<file path="config.mk">
export PLATFORM = sky130hd
export DESIGN_NAME = coproc_issue
export DESIGN_NICKNAME = d
export VERILOG_FILES = /design/src/rtl/coproc_issue.sv
export SDC_FILE = /design/constraint.sdc
export NUM_CORES = 1
export LEC_CHECK = 0
export CAP_MARGIN = 20
export CELL_PAD_IN_SITES_DETAIL_PLACEMENT = 0
export CELL_PAD_IN_SITES_GLOBAL_PLACEMENT = 1
export CORE_UTILIZATION = 37
export DETAILED_ROUTE_END_ITERATION = 8
export PLACE_DENSITY = 0.81
export SYNTH_ARGS = -nofsm -noshare
export SYNTH_HDL_FRONTEND = slang
export SYNTH_SLANG_ARGS = --single-unit
</file>
<file path="constraint.sdc">
create_clock -name clk -period 3 [get_ports clk]
set_input_delay 0.6 -clock clk [delete_from_list [all_inputs] [get_ports clk]]
set_output_delay 0.6 -clock clk [all_outputs]
set_load 0.03 [all_outputs]
</file>
<file path="src/rtl/coproc_issue.sv">
// Initiator side of the go/busy/fmt/cnt/a/y coprocessor handshake.
// Requests from the CPU are issued to a multi-cycle unit one at a time. The
// block holds one pending request, supervises the unit with an acknowledge
// timeout and a completion timeout, and returns each result with a one-cycle
// valid strobe.
module coproc_issue #(
    parameter int WIDTH    = 16,
    parameter int ACK_CYC  = 2,
    parameter int DONE_CYC = 64
) (
    input  logic             clk,
    input  logic             arst,
    input  logic             cpu_req,
    input  logic [1:0]       cpu_fmt,
    input  logic [4:0]       cpu_cnt,
    input  logic [WIDTH-1:0] cpu_a,
    output logic             cpu_busy,
    output logic             cpu_valid,
    output logic [WIDTH-1:0] cpu_y,
    output logic             err,
    input  logic             err_clr,
    output logic             u_go,
    output logic [1:0]       u_fmt,
    output logic [4:0]       u_cnt,
    output logic [WIDTH-1:0] u_a,
    input  logic             u_busy,
    input  logic [WIDTH-1:0] u_y
);

    localparam int CNT_MAX = (ACK_CYC > DONE_CYC) ? ACK_CYC : DONE_CYC;
    localparam int CW      = $clog2(CNT_MAX + 1);

    typedef enum logic [2:0] {
        S_IDLE,
        S_ISSUE,
        S_WAIT_ACK,
        S_WAIT_DONE,
        S_DONE
    } state_e;

    state_e           state_q, state_d;
    logic [CW-1:0]    cnt_q, cnt_d;
    logic             slot_full_q, slot_full_d;
    logic [1:0]       slot_fmt_q, slot_fmt_d;
    logic [4:0]       slot_cnt_q, slot_cnt_d;
    logic [WIDTH-1:0] slot_a_q, slot_a_d;
    logic             u_go_q, u_go_d;
    logic [1:0]       u_fmt_q, u_fmt_d;
    logic [4:0]       u_cnt_q, u_cnt_d;
    logic [WIDTH-1:0] u_a_q, u_a_d;
    logic [WIDTH-1:0] cpu_y_q, cpu_y_d;
    logic             cpu_valid_q, cpu_valid_d;
    logic             cpu_busy_q, cpu_busy_d;
    logic             err_q, err_d;

    logic             err_set;
    logic             abort;
    logic             req_taken;

    // Next-state, operand routing, pending-slot and error logic.
    always_comb begin
        // NOTE: every signal gets a default before the case so no path leaves
        // a value unassigned, which would otherwise infer a latch.
        state_d     = state_q;
        cnt_d       = cnt_q;
        slot_full_d = slot_full_q;
        slot_fmt_d  = slot_fmt_q;
        slot_cnt_d  = slot_cnt_q;
        slot_a_d    = slot_a_q;
        u_fmt_d     = u_fmt_q;
        u_cnt_d     = u_cnt_q;
        u_a_d       = u_a_q;
        cpu_y_d     = cpu_y_q;
        cpu_valid_d = 1'b0;
        err_set     = 1'b0;
        abort       = 1'b0;
        req_taken   = 1'b0;

        case (state_q)
            S_IDLE: begin
                if (cpu_req) begin
                    u_fmt_d   = cpu_fmt;
                    u_cnt_d   = cpu_cnt;
                    u_a_d     = cpu_a;
                    req_taken = 1'b1;
                    state_d   = S_ISSUE;
                end
            end
            S_ISSUE: begin
                cnt_d   = CW'(ACK_CYC);
                state_d = S_WAIT_ACK;
            end
            S_WAIT_ACK: begin
                if (u_busy) begin
                    cnt_d   = CW'(DONE_CYC);
                    state_d = S_WAIT_DONE;
                end else if (cnt_q <= CW'(1)) begin
                    // Unit never acknowledged: treat as a zero-length op.
                    state_d = S_DONE;
                end else begin
                    cnt_d = cnt_q - CW'(1);
                end
            end
            S_WAIT_DONE: begin
                if (!u_busy) begin
                    state_d = S_DONE;
                end else if (cnt_q <= CW'(1)) begin
                    err_set = 1'b1;
                    abort   = 1'b1;
                    state_d = S_IDLE;
                end else begin
                    cnt_d = cnt_q - CW'(1);
                end
            end
            S_DONE: begin
                cpu_y_d     = u_y;
                cpu_valid_d = 1'b1;
                if (slot_full_q) begin
                    u_fmt_d     = slot_fmt_q;
                    u_cnt_d     = slot_cnt_q;
                    u_a_d       = slot_a_q;
                    slot_full_d = 1'b0;
                    state_d     = S_ISSUE;
                end else if (cpu_req) begin
                    // Empty slot: a request arriving now goes straight to the unit.
                    u_fmt_d   = cpu_fmt;
                    u_cnt_d   = cpu_cnt;
                    u_a_d     = cpu_a;
                    req_taken = 1'b1;
                    state_d   = S_ISSUE;
                end else begin
                    state_d = S_IDLE;
                end
            end
            default: state_d = S_IDLE;
        endcase

        // A request while an op is in flight goes to the pending slot; the slot
        // counts as free in DONE because it is being unloaded this cycle.
        if (cpu_req && !req_taken && (state_q != S_IDLE)) begin
            if (!slot_full_q || (state_q == S_DONE)) begin
                slot_full_d = 1'b1;
                slot_fmt_d  = cpu_fmt;
                slot_cnt_d  = cpu_cnt;
                slot_a_d    = cpu_a;
            end else begin
                err_set = 1'b1;
            end
        end

        if (abort) begin
            slot_full_d = 1'b0;
        end

        // Set wins over clear when both happen in the same cycle.
        if (err_set) begin
            err_d = 1'b1;
        end else if (err_clr) begin
            err_d = 1'b0;
        end else begin
            err_d = err_q;
        end

        u_go_d     = (state_d == S_ISSUE);
        cpu_busy_d = (state_d != S_IDLE) || slot_full_d;
    end

    // State and registered outputs; everything returns to zero on arst.
    always_ff @(posedge clk or posedge arst) begin
        if (arst) begin
            state_q     <= S_IDLE;
            cnt_q       <= '0;
            slot_full_q <= 1'b0;
            // NOTE: the slot payload is reset as well; it is a handful of
            // flops, not a RAM, so a reset costs nothing and keeps it defined.
            slot_fmt_q  <= '0;
            slot_cnt_q  <= '0;
            slot_a_q    <= '0;
            u_go_q      <= 1'b0;
            u_fmt_q     <= '0;
            u_cnt_q     <= '0;
            u_a_q       <= '0;
            cpu_y_q     <= '0;
            cpu_valid_q <= 1'b0;
            cpu_busy_q  <= 1'b0;
            err_q       <= 1'b0;
        end else begin
            // NOTE: non-blocking assignments so every flop samples the
            // pre-edge values regardless of statement order.
            state_q     <= state_d;
            cnt_q       <= cnt_d;
            slot_full_q <= slot_full_d;
            slot_fmt_q  <= slot_fmt_d;
            slot_cnt_q  <= slot_cnt_d;
            slot_a_q    <= slot_a_d;
            u_go_q      <= u_go_d;
            u_fmt_q     <= u_fmt_d;
            u_cnt_q     <= u_cnt_d;
            u_a_q       <= u_a_d;
            cpu_y_q     <= cpu_y_d;
            cpu_valid_q <= cpu_valid_d;
            cpu_busy_q  <= cpu_busy_d;
            err_q       <= err_d;
        end
    end

    assign u_go      = u_go_q;
    assign u_fmt     = u_fmt_q;
    assign u_cnt     = u_cnt_q;
    assign u_a       = u_a_q;
    assign cpu_y     = cpu_y_q;
    assign cpu_valid = cpu_valid_q;
    assign cpu_busy  = cpu_busy_q;
    assign err       = err_q;

endmodule
</file>
==> out/metrics.cfg <==
[clock_tree]
postCtsSetupBuffers=0
clockBufferDepth=2
clk_pin_slew_ns=0.08
ctsHtreeMaxLevel=3
ctsHoldBuffers=0
cts_resized=0
insertion_delay_ns=0.35
tritoncts=yes
cts_root_buf=clkbuf_8
cts.sinks=77
cts_buffers=9

[route]
routed_wl_um=7550
detail_route.first_pass.iterations=6
wl_per_cell_um=15.9
vias=2459
first_iter_violations=78
routed_via_density=5.19
drcViolationCount=0
ant_nets=0

[placed_design]
gp_congestion=0.802
port-buffer-count=86
place_hpwl_um=5000
place_ws_ns=0.674

[hold_path]
worstHoldPathType=flop to flop

[worst_setup_path]
critPathKind=flop to flop
critPathLaunchType=flop
crit_fanout=11
endpoint_kind=flop
cp.required_ns=3.22
crit_arrival_ns=2.27

[timing]
clock_skew_ns=0.0102
finalSetupViolCount=0
slew_headroom_pct=43.7
final_hold_viol_count=0
layout_worst_path_cycle_share_pct=68.5
finalSetupTns_ns=0
period_needed_ns=2.06
tightest_slew_ns=0.840
max_freq_ghz=0.486
fin_hold_ws_ns=0.504
grt_setup_unrepaired=false
fin_ws_ns=0.944
drv_slew=0

[logic_synthesis]
synth_nets=322
synth-edff-count=0
syn_area_um2=3250
synthArstFlopShare_pct=100
syn_inst=276
synth_cell_types=42
syn_avg_cell_area_um2=11.8
synth_warnings=0
ys_seq_elements=77
yosysSeqAreaShare_pct=59.3
synth_ff_type=dfrtp_1

[outcome]
outcome=complete, no violations

[floorplanning]
die_h_um=95.7
start_util_pct=39.0
core.rowCount=33
io_pins=87
die_area_um2=9160
fp.dieW_um=95.7
core-area_um2=8340

[pwr]
ir_drop_mv=0.470
power.density_nw_per_um2=1150
leakagePower_uw=0.00182

[finish]
finalNetCount=411
diodes=0
area_delta_synth_final_pct=35.3
multi_input_area_um2=1230
drive_gt1_share_pct=18.2
final-seq-area_um2=1930
fillers=731

[global_route]
grt_max_degree=60
gr-total-overflow=0
antenna_found_initial=0
first_global_vias=2408
grt_pass1_wl_um=11800
track_usage_pct=17.1

[run]
cap_violations=0

[state kept, by name, indices dropped and copies added, names as in the netlist, 2 cells and up]
name        flops
cpu_y          16
slot_a_q       16
slot_fmt_q      2
u_cnt           5
cnt_q           7
u_fmt           2
u_a            16
state_q         3
slot_cnt_q      5
[final cells by class]
cell class,count,area share (%)
inverters,8,0.683
well taps,105,2.99
repair buffers,92,20.9
multi-input cells,177,27.9
clock inverters,6,0.882
clock buffers,9,2.82
flip-flops and latches,77,43.8
[where the power goes]
group          leakage (µW)  internal [µW]  switching [µW]
clock network     0.0000813            294             387
logic              0.000837           1150            1400
registers          0.000900           1540             301
total               0.00182           2980            2080
[cell usage in the layout (no fill, tap or decap), drive strengths merged, types with 2 or more instances in the layout]
cell type / instances
a211oi: 2
a21oi: 26
a31oi: 2
and2: 2
buf: 6
clkbuf: 9
clkdlybuf4s50: 86
clkinv: 3
clkinvlp: 2
dfrtp: 77
ha: 2
inv: 9
mux2: 39
mux2i: 3
nand2: 10
nand2b: 6
nand3: 3
nor2: 29
nor3: 4
o21ai: 6
o22ai: 23
or4: 3
[metrics by stage]
stage	area (µm²)	total power [µW]	instances	util, %
2_1_floorplan	3250	3510	276	-
3_3_place_gp	4240	4350	459	50.8
3_5_place_dp	4240	4430	459	50.8
4_1_cts	4400	5120	474	52.7
5_1_grt	4400	5410	474	52.7
6_report	4400	5070	474	52.7
[worst paths after layout]
check | start | to | slack, ns | cells after the start
max in group asynchronous | arst | slot_full_q | 1.76 | 3
min in group asynchronous | arst | slot_fmt_q[0] | 0.58 | 2
hold / removal | err | err | 0.50 | 2
hold reg to reg | err | err | 0.50 | 2
setup / recovery | cnt_q[2] | cpu_busy | 0.94 | 4
setup reg to reg | cnt_q[2] | cpu_busy | 0.94 | 4
[metal layers]
metal  global-route usage, %  part of all wire [%]
met1                    21.3                    45
met2                    28.7                    49
met3                    4.11                   4.8
met4                    6.72                   1.4
met5                       0                     0
[cell families after synthesis]
family / Yosys count / share of synthesized area, %
adder cells (fa/ha/maj): 2 / 0.770
multiplexers: 42 / 14.4
AO/OA/AOI/OAI: 68 / 12.6
AND/OR/NAND/NOR: 65 / 9.94
buffers and inverters: 22 / 3.00
flip-flops: 77 / 59.3
[synth_stat cells, types with 2 or more instances]
cell type / instances / share of area, %
nor2_1: 28 / 3.2
a211oi_1: 2 / 0.46
nor3_1: 3 / 0.46
dfrtp_1: 77 / 59
nand2_1: 10 / 1.2
buf_2: 6 / 0.92
or4_1: 2 / 0.46
nand3_1: 3 / 0.46
o21ai_0: 6 / 0.92
and2_1: 2 / 0.38
a31oi_1: 2 / 0.38
clkbuf_1: 6 / 0.69
ha_1: 2 / 0.77
inv_1: 7 / 0.81
buf_4: 2 / 0.46
mux2_2: 38 / 13
a21oi_1: 26 / 4.0
o22ai_1: 23 / 4.4
nand2b_1: 6 / 1.2
mux2i_1: 3 / 0.92
[critical path, stage by stage (launching register included)]
cell	delay [ns]
dfrtp_1	0.46
or4_4	0.55
nor3_2	0.54
a311o_1	0.28
o311ai_1	0.09
(Power assumes the default switching activity.)
